<file path="config.mk">
export PLATFORM = sky130hd
export DESIGN_NAME = stripe_ctrl
export DESIGN_NICKNAME = d
export VERILOG_FILES = /design/src/rtl/stripe_ctrl.sv
export SDC_FILE = /design/constraint.sdc
export NUM_CORES = 1
export LEC_CHECK = 0
export BUFFER_PORTS_ARGS = -buffer_cell sky130_fd_sc_hd__buf_2
export CAP_MARGIN = 20
export CORE_MARGIN = 2
export CORE_UTILIZATION = 40
export CTS_BUF_LIST = sky130_fd_sc_hd__clkbuf_4 sky130_fd_sc_hd__clkbuf_8 sky130_fd_sc_hd__clkbuf_16
export DETAILED_ROUTE_END_ITERATION = 8
export HOLD_SLACK_MARGIN = 0.05
export PLACE_DENSITY = 0.65
export SLEW_MARGIN = 20
export SYNTH_ARGS = -nofsm -noshare
export SYNTH_HDL_FRONTEND = slang
export SYNTH_SLANG_ARGS = --single-unit
</file>
<file path="constraint.sdc">
create_clock -name clk_2f -period 2.3 [get_ports clk_2f]
set_input_delay 0.345 -clock clk_2f [delete_from_list [all_inputs] [get_ports clk_2f]]
set_output_delay 0.345 -clock clk_2f [all_outputs]
set_load 0.1 [all_outputs]
</file>
<file path="src/rtl/stripe_ctrl.sv">
// Lane striping sequencer: routes accepted upstream words round-robin onto two
// lanes (or lane 0 only) and inserts a SKP word on every active lane periodically.
module stripe_ctrl #(
    parameter int                 DATA_W       = 32,
    parameter int                 SKP_INTERVAL = 8,
    parameter logic [DATA_W-1:0]  SKP_WORD     = 32'hBC1C1C1C
) (
    input  logic              clk_2f,
    input  logic              reset,
    input  logic              valid_in,
    input  logic [DATA_W-1:0] data_input,
    input  logic              two_lanes,
    output logic              ready,
    output logic [DATA_W-1:0] lane_0,
    output logic [DATA_W-1:0] lane_1,
    output logic              valid_out0,
    output logic              valid_out1,
    output logic              lane_sel,
    output logic              skp_active
);

    localparam int                CNT_W   = $clog2(SKP_INTERVAL + 1);
    localparam logic [CNT_W-1:0]  CNT_MAX = CNT_W'(SKP_INTERVAL);

    typedef enum logic [1:0] {
        IDLE   = 2'd0,
        STRIPE = 2'd1,
        SKIP   = 2'd2
    } state_t;

    state_t            state_q, state_d;
    logic              mode_q, mode_d;
    logic [CNT_W-1:0]  cnt_q, cnt_d;
    logic              sel_q, sel_d;
    logic              ready_q, ready_d;
    logic [DATA_W-1:0] lane0_q, lane0_d;
    logic [DATA_W-1:0] lane1_q, lane1_d;
    logic              v0_q, v0_d;
    logic              v1_q, v1_d;
    logic              skp_q, skp_d;

    // Handshake: a word transfers on a rising edge where valid_in and ready are
    // both 1; upstream must hold data_input stable while ready is 0.
    logic accept;
    logic mode_eff;

    assign accept   = valid_in & ready_q;
    // The word accepted on the IDLE edge already uses the freshly sampled mode.
    assign mode_eff = (state_q == IDLE) ? two_lanes : mode_q;

    always_comb begin
        state_d = state_q;
        mode_d  = mode_q;
        cnt_d   = cnt_q;
        sel_d   = sel_q;
        ready_d = ready_q;
        lane0_d = lane0_q;
        lane1_d = lane1_q;
        v0_d    = 1'b0;
        v1_d    = 1'b0;
        skp_d   = 1'b0;

        case (state_q)
            IDLE, STRIPE: begin
                if (state_q == IDLE) begin
                    mode_d = two_lanes;
                end
                ready_d = 1'b1;
                if (accept) begin
                    if (sel_q) begin
                        lane1_d = data_input;
                        v1_d    = 1'b1;
                    end else begin
                        lane0_d = data_input;
                        v0_d    = 1'b1;
                    end
                    sel_d = mode_eff ? ~sel_q : 1'b0;
                    cnt_d = cnt_q + CNT_W'(1);
                    if (cnt_d == CNT_MAX) begin
                        state_d = SKIP;
                        ready_d = 1'b0;
                    end else begin
                        state_d = STRIPE;
                    end
                end else if (!sel_q) begin
                    // Lane 1 still owed a word keeps us in STRIPE.
                    state_d = IDLE;
                end
            end
            SKIP: begin
                lane0_d = SKP_WORD;
                v0_d    = 1'b1;
                if (mode_q) begin
                    lane1_d = SKP_WORD;
                    v1_d    = 1'b1;
                end
                skp_d   = 1'b1;
                cnt_d   = '0;
                sel_d   = 1'b0;
                ready_d = 1'b1;
                state_d = STRIPE;
            end
            default: begin
                state_d = IDLE;
            end
        endcase
    end

    always_ff @(posedge clk_2f or negedge reset) begin
        if (!reset) begin
            state_q <= IDLE;
            mode_q  <= 1'b0;
            cnt_q   <= '0;
            sel_q   <= 1'b0;
            ready_q <= 1'b0;
            lane0_q <= '0;
            lane1_q <= '0;
            v0_q    <= 1'b0;
            v1_q    <= 1'b0;
            skp_q   <= 1'b0;
        end else begin
            state_q <= state_d;
            mode_q  <= mode_d;
            cnt_q   <= cnt_d;
            sel_q   <= sel_d;
            ready_q <= ready_d;
            lane0_q <= lane0_d;
            lane1_q <= lane1_d;
            v0_q    <= v0_d;
            v1_q    <= v1_d;
            skp_q   <= skp_d;
        end
    end

    assign ready      = ready_q;
    assign lane_0     = lane0_q;
    assign lane_1     = lane1_q;
    assign valid_out0 = v0_q;
    assign valid_out1 = v1_q;
    assign lane_sel   = sel_q;
    assign skp_active = skp_q;

endmodule
</file>
After elaboration in Yosys (flattened, before gate mapping). Cells that the tools add are included. W data, S select, Z words.

Flip-flop bits (word level): 76. Output and inout bits: 69.

Add/subtract/negate cells: 1. Equal/unequal tests: 8. Multiplexer cells: 28. Bitwise operators: 2. Reductions and logical operators: 6.

Operators with widths (count): $mux W32 (5); $pmux W32 S2 (2); $mux W1 (11); $ne A2 B2 Y1 const B (4); $pmux W1 S2 (4); $pmux W4 S2 (1); $mux W2 (3); $add A4 B1 Y4 const B (1); $eq A4 B4 Y1 const B (1); $mux W4 (1); $pmux W2 S2 (1); $reduce_and A4 Y1 (1); $ne A3 B3 Y1 const B (1); $reduce_and A3 Y1 (1); $eq A2 B1 Y1 const B (1); $eq A2 B2 Y1 const B (1); $logic_not A2 Y1 (1); $reduce_and A2 Y1 (1); $reduce_bool A2 Y1 (1); $reduce_or A2 Y1 (1); $and A1 B1 Y1 (1); $not A1 Y1 (1).

Logic depth before layout (Yosys ltp). Gate-level depths: netlist of the first run.

Depth after elaboration: 5. Depth in mapped cells: 8. Depth with buffers taken out: 5.

Least setup slack after synthesis of the first run. No wires, ideal clock.

Path kind: flip-flop to flip-flop. From: reg sel_q (netlist: lane_sel). To: reg lane1_q[0] (netlist: lane_1[0]). Setup time: 126 ps. Data arrival time: 1894 ps. Required time: 2174 ps. Setup slack: 280 ps. Cell stages (with the launch flop): 7. Buffers on the path: 2. Period minus slack after synthesis: 2020 ps. Cell sequence: dfrtp_1 nor2b_1 a32oi_4 buf_6 buf_12 nand2_2 o21ai_2.

Longest elaborated chain between the ends: 2.

RTL lines: start: declaration (line 34) `logic sel_q, sel_d;`; start signal: assignment (line 125) `sel_q <= sel_d;`; $ne A2 B2 Y1 (no source line); $reduce_and A4 Y1 (no source line); end signal: assignment (line 128) `lane1_q <= lane1_d;`; end: declaration (line 37) `logic [DATA_W-1:0] lane1_q, lane1_d;`.

No other way between the ends. A chain may end at the register's enable or synchronous reset.

Worst setup path after layout of the first run.
From: reg ready_q (netlist: ready). To: out ready.

RTL lines: start: declaration (line 35) `logic ready_q, ready_d;`; start signal: assignment (line 126) `ready_q <= ready_d;`; end: declaration (line 13) `output logic ready,`.

No word-level cell between the ends.

==> results of run 1 <==
layout make-up:
cell class | count | area (µm²)
clock buffer | 11 | 138.9
clock inverter | 5 | 52.55
fill | 818 | 4075
inverter | 2 | 10.01
multi-input combinational | 234 | 1265
sequential | 76 | 1902
tap | 105 | 131.4
timing repair buffer | 111 | 600.6
cells by family (layout without fill, tap and decap cells):
group                      Yosys count  in the layout
and+or+nand+nor                    169            169
DFF                                 76             76
AOI/OAI and AO/OA                   61             61
buffers and inverters               23            129
adders and majority gates            2              2
xor gates and xnor gates             1              1
muxes                                1              1
worst paths after layout:
check / end / startpoint / slack (ps) / cells past startpoint
min reg2reg: lane_1[7] / lane_1[7] / 480 / 2
max: ready / ready / 670 / 1
min in group clk_2f: lane_0[20] / data_input[20] / 230 / 3
max reg2reg: lane_0[12] / ready / 670 / 5
max in group asynchronous: lane_sel / reset / 1520 / 1
min: lane_0[28] / reset / 140 / 1
flip-flops by register name, summed over array words and instances, names as in the netlist:
name        cells
valid_out1      1
lane_sel        1
lane_0         32
cnt_q           4
lane_1         32
valid_out0      1
ready           1
skp_active      1
state_q         2
mode_q          1
layer usage:
| metal | vias to the layer above | routed length, µm | GRT usage |
|---|---|---|---|
| met5 | - | 0 | 0 |
| met4 | 0 | 138 | 0.08095 |
| met3 | 10 | 411 | 0.03557 |
| met2 | 68 | 3484 | 0.2721 |
| met1 | 1202 | 3561 | 0.2486 |
| li1 | 1295 | - | - |
layout by cell type (no fill, tap or decap), types with 3 or more instances in the layout:
master	count
nand3_1	16
clkinv_2	3
o21ai_2	32
clkbuf_8	9
nor2_1	19
dfrtp_1	76
buf_4	6
nand2_2	32
buf_2	103
a21oi_1	20
nand2_1	92
o21ai_1	6
worst reg2reg max path, stage by stage (launching register included):
cell and delay, ps:
dfrtp_1 470, and3b_1 300, nand2b_1 280, buf_12 260, nand2_1 80, nand3_1 90
through the flow:
step                        util  worst slack (ps)  instance area (µm²)  instances  hold WS, ps
after floorplan                -             279.9                 3353        333        49.41
after global placement    0.4781             740.6                 3909        528        459.5
after detailed placement  0.4781             669.1                 3909        528        468.5
after CTS                 0.5015             643.1                 4100        544        188.9
after global routing      0.5015             514.2                 4100        544        224.4
final                     0.5015             666.2                 4100        544        138.8
==> impl_metrics.ini, run 1 <==
[timing]
fmaxAchievable_mhz = 612.1
period_minus_slack_ps = 1634
setup_viol = 0
skew_ps = 9.151
rsz0062_at_grt = no
hold_viol_final = 0
setup_tns_ps = 0
slew_headroom = 0.3603
tightest_slew_ps = 959.5
drv_slew = 0
min_period_over_period = 0.7103

[synthesis]
synth_fp_nets = 371
synth-seq-cells = 76
yosysWarnings = 0
ys.flop_type = dfrtp_1
postSynthAreaPerCell_um2 = 10.07
synth_area_leader_cell = dfrtp_1
synthArstFlopShare = 1.000
synth_top_family_by_area = simple AND/OR/NAND/NOR gates
synth-simple-area-share = 0.2287
synth_fa_ha_area_frac = 0.007463
synth.most_common_cell = nand2_1
synthXorXnorAreaFrac = 0.002612
yosysSeqAreaShare = 0.5672
netlist_instances = 333
synth_compound_area_frac = 0.1351
synth.area.mux_share = 0.003358
yosysUniqueCellTypes = 27
synth_top_area_share = 0.5672
synth_edf_count = 0
ys_top_cells_by_area = dfrtp_1 (57%), nand2_1 (10%), o21ai_2 (8.4%)
synth_commonest_cells = nand2_1 (92), dfrtp_1 (76), nand2_2 (32), o21ai_2 (32), a21oi_1 (20)
synth_area_mm2 = 0.003353

[drt]
vias_per_cell = 4.733
remaining_drc_errors = 0
drt_iter0_drc = 126
wl_per_cell_um = 13.96
vias = 2575
firstDrtPassIters = 4
wl_mm = 7.595
ant_nets = 0

[placed_design]
port-buffer-count = 104
dp_hpwl_mm = 5.151
place_congestion = 0.8207

[worst_setup_path]
cp_top_family = buffers and inverters
path_class = reg -> out
worstPathArrival_ps = 1290
end_kind = output pin
cp-start-kind = flop
crit_fanout = 6
slowest_stage = buf_2
critPathMaxStageDelay_ps = 480
worstPathCellList = buf_2
critical_path_buf_inv_count = 1
crit_required_ps = 1960

[global_route]
grt_pass1_wl_mm = 12.44
grt_usage = 0.1793
first_global_vias = 2517
gr-total-overflow = 0
antenna_found_initial = 0
grt_max_degree = 77

[cts]
cts_made_buffers = 9
clk_pin_slew_ps = 80
cts_max_path_buffers = 2
cts.sinks = 76
hold_buffers = 0
cts-root-buf = clkbuf_8
cts_resized = 0
h-tree-depth = 3
insertion_delay_ps = 340
cts_tree = done
post_cts_buffers = 0

[floorplanning]
fp.dieArea_mm2 = 0.009132
io-pin-count = 105
rows = 33
core_mm2 = 0.008175
start_util = 0.4102
die_h_um = 95.56
die_w_um = 95.56

[min_path]
hp-class = in -> async

[final_layout]
fin_nets = 472
drive_above_1_share = 0.4465
area_growth_pct = 22.28
antennaDiodeCount = 0

[outcome]
status = finished, final reports clean

[run]
drv_cap = 0
Power of run 1 is not shown: default switching activity piles up to over one toggle a cycle in this logic, so the estimate is an artifact.
==> run 2, diff against run 1 <==
clock period = 1.6 ns   (was 2.3 ns; I/O delays follow)
==> impl_metrics.ini, run 2 (same netlist as run 1, synthesis figures left out) <==
[final_layout]
drive_above_1_share = 0.4584
antennaDiodeCount = 0
fin_nets = 480
mostFrequentLayoutCell = buf_2
area_growth_pct = 27.05
final_cell_mix = buf_2 (103), nand2_1 (92), dfrtp_1 (74), nand2_2 (32), o21ai_2 (32)

[timing]
fmaxAchievable_mhz = 674.5
skew_ps = 16.45
setup_viol = 0
rsz0062_at_grt = no
min_period_over_period = 0.9266
tightest_slew_ps = 510.0
period_minus_slack_ps = 1483
hold_viol_final = 0
setup_tns_ps = 0
drv_slew = 0
slew_headroom = 0.6623

[min_path]
hp-class = in -> reg

[placed_design]
place_congestion = 0.8015
port-buffer-count = 104
dp_hpwl_mm = 5.525

[cts]
post_cts_buffers = 0
cts_max_path_buffers = 2
clk_pin_slew_ps = 80
h-tree-depth = 3
cts_tree = done
insertion_delay_ps = 350
cts_made_buffers = 9
cts.sinks = 76
cts-root-buf = clkbuf_8

[worst_setup_path]
rr_worst_depth = 5
cp-start-kind = flop
cp_top_family = flip-flops
crit_path_end = ready
r2r-end = lane_1[19]
crit_required_ps = 1360
reg2reg_slack_ps = 130
r2r_start = lane_sel
critPathMaxStageDelay_ps = 460
slowest_stage = dfrtp_4
crit_cells = 1
startpoint = ready
path_class = reg -> out
crit_fanout = 6
worstPathCellList = buf_2
worstPathArrival_ps = 1240
end_kind = output pin
critical_path_buf_inv_count = 1

[drt]
remaining_drc_errors = 0
ant_nets = 0
wl_mm = 7.981
firstDrtPassIters = 4
drt_iter0_drc = 155
vias = 2613
wl_per_cell_um = 14.51
vias_per_cell = 4.751

[global_route]
antenna_found_initial = 0
gr-total-overflow = 0
grt_usage = 0.1887
grt_max_degree = 36
grt_pass1_wl_mm = 12.88
first_global_vias = 2475

[outcome]
status = finished, final reports clean

[floorplanning]
die_w_um = 95.56
core_mm2 = 0.008175
start_util = 0.4102
fp.dieArea_mm2 = 0.009132
rows = 33
io-pin-count = 105
die_h_um = 95.56

[run]
drv_cap = 0
==> run 2: layout make-up <==
type / count / area (µm²)
clock buffer: 10 / 137.6
inverter: 2 / 10.01
tap: 105 / 131.4
clock inverter: 4 / 98.84
timing repair buffer: 119 / 700.7
fill: 753 / 3915
multi-input combinational: 234 / 1272
sequential: 76 / 1909
==> run 2: what timing repair did <==
item	in CTS	in global routing
gates resized for setup	0	0
hold endpoints to repair	28	0
hold buffers	1	0
==> run 2: worst min-delay path by stage <==
stage / startpoint / endpoint / slack, ps / depth (start not counted)
3_3_place_gp: reset / lane_1[26] / 190 / 1
6_report: data_input[31] / lane_0[31] / 120 / 3
4_1_cts: data_input[29] / lane_0[29] / 100 / 3
2_1_floorplan: reset / cnt_q[0] / -60 / 0
5_1_grt: data_input[22] / lane_1[22] / 120 / 3
3_5_place_dp: reset / lane_1[26] / 200 / 1
==> run 2: through the flow <==
| step | worst slack (ps) | util | hold WS, ps | cells | instance area, µm² |
|---|---|---|---|---|---|
| CTS | 91.93 | 0.5211 | 105.0 | 550 | 4260 |
| global placement | 183.0 | 0.4910 | 194.8 | 535 | 4014 |
| finish | 117.5 | 0.5211 | 122.0 | 550 | 4260 |
| floorplan | 8.181 | - | -55.59 | 333 | 3372 |
| global route | 13.09 | 0.5211 | 116.5 | 550 | 4260 |
| detailed placement | 135.6 | 0.4910 | 198.8 | 535 | 4014 |
==> run 2: worst register-to-register path, stage by stage, from the launching register on <==
cell and delay, ps:
dfrtp_4 500, nor2b_4 150, a32oi_4 340, buf_12 270, nand2_2 100, o21ai_2 60
==> run 2: per-layer routing <==
| metal | up-vias | GRT usage | routed length (µm) | share of wire |
|---|---|---|---|---|
| met5 | - | 0 | 0 | 0 |
| met4 | 0 | 0.08333 | 117 | 0.015 |
| met3 | 9 | 0.04664 | 451 | 0.057 |
| met2 | 70 | 0.2855 | 3834 | 0.48 |
| met1 | 1226 | 0.2569 | 3576 | 0.45 |
| li1 | 1308 | - | - | - |
Power of run 2 is left out for the same reason.
==> run 3, diff against run 2 <==
REMOVE_ABC_BUFFERS = 1   (was default)
==> impl_metrics.ini, run 3 (same netlist as run 1, synthesis figures left out) <==
[final_layout]
fin_nets = 477
final_util = 0.5101
mostFrequentLayoutCell = buf_2
final_cell_mix = buf_2 (102), nand2_1 (92), dfrtp_1 (76), nand2_2 (32), o21ai_2 (32)
ff_latch_area_mm2 = 0.001902
drive_above_1_share = 0.4527
multiInputGateArea_mm2 = 0.001267
num-fill-cells = 816
area_growth_pct = 24.37
antennaDiodeCount = 0

[drt]
drt_iter0_drc = 132
wl_mm = 7.517
ant_nets = 0
remaining_drc_errors = 0
vias = 2650
wl_per_cell_um = 13.69
firstDrtPassIters = 4
vias_per_cell = 4.827

[min_path]
hold_path.startpoint = data_input[3]
whs_path_depth = 3
worstHoldEndpoint = lane_0[3]
hp-class = in -> reg

[cts]
h-tree-depth = 3
clk_pin_slew_ps = 80
cts-root-buf = clkbuf_8
insertion_delay_ps = 330
cts_made_buffers = 9
cts_max_path_buffers = 2
cts.sinks = 76
cts_tree = done

[worst_setup_path]
worstPathCellList = clkbuf_4
slowest_stage = dfrtp_1
cp-start-kind = flop
rr_worst_depth = 5
startpoint = ready
path_class = reg -> out
critPathMaxStageDelay_ps = 490
crit_fanout = 6
r2r-end = lane_0[1]
critical_path_buf_inv_count = 1
reg2reg_slack_ps = 150
r2r_start = state_q[1]
crit_required_ps = 1360
end_kind = output pin
worstPathArrival_ps = 1210
cp_top_family = flip-flops

[placed_design]
port-buffer-count = 104
pre_cts_slack_ps = 133.4
place_congestion = 0.7759
dp_hpwl_mm = 5.341

[timing]
skew_ps = 7.512
setup_viol = 0
timing.final.ws_setup_ps = 146.9
fmaxAchievable_mhz = 688.2
tightest_slew_ps = 499.3
hold_viol_final = 0
holdWs_ps = 134.9
min_period_over_period = 0.9082
rsz0062_at_grt = no
setup_tns_ps = 0
slew_headroom = 0.6694
drv_slew = 0
period_minus_slack_ps = 1453

[global_route]
grt_use_met2 = 0.2762
grt_use_met3 = 0.03794
gr-total-overflow = 0
first_global_vias = 2564
top_usage_layer = met2
grt_pass1_wl_mm = 12.37
grt_usage = 0.1770
use_met1 = 0.2437
grt_max_degree = 39
antenna_found_initial = 0

[floorplanning]
die_w_um = 95.56
start_util = 0.4102
die_h_um = 95.56
io-pin-count = 105
rows = 33
core_mm2 = 0.008175
fp.dieArea_mm2 = 0.009132

[outcome]
status = finished, final reports clean

[run]
drv_cap = 0
## run 3: area by class of cell
type / count / area share
Clock buffer: 11 / 0.03330
Sequential cell: 76 / 0.4560
Multi-Input combinational cell: 234 / 0.3039
Timing Repair Buffer: 116 / 0.1602
Tap cell: 105 / 0.03150
Inverter: 2 / 0.002400
Clock inverter: 5 / 0.01260
## run 3: per-layer routing
layer | vias up | wire length, µm
met1 | 1267 | 3548
met3 | 13 | 400
li1 | 1299 | -
met4 | 0 | 123
met2 | 71 | 3444
met5 | - | 0
## run 3: worst max path at each step
| stage | slack, ps | end | cells after the start |
|---|---|---|---|
| finish | 150 | ready | 1 |
| global route | 20 | lane_0[13] | 5 |
| CTS | 30 | ready | 1 |
| detailed placement | 130 | lane_0[22] | 5 |
| global placement | 180 | lane_0[8] | 5 |
| floorplan | -1830 | lane_1[0] | 4 |
## run 3: worst register-to-register path, delay by kind of cell (launching register included)
| family | cells | cell delay (ps) |
|---|---|---|
| simple gates | 3 | 610 |
| flops | 1 | 440 |
| buf+inv | 1 | 200 |
| compound gates | 1 | 120 |
## run 3: what timing repair did
action / in CTS / in global routing
hold buffers: 1 / 0
gates resized for setup: 0 / 1
buffers inserted: 0 / 0
hold endpoints to repair: 19 / 0
endpoints found under the setup margin: 0 / 1
## run 3: stage by stage
step,area [µm²],std cells
after floorplan,3177,312
after global placement,3966,532
after detailed placement,3966,532
after CTS,4168,549
after global routing,4170,549
final,4170,549
Power of run 3 is left out for the same reason.
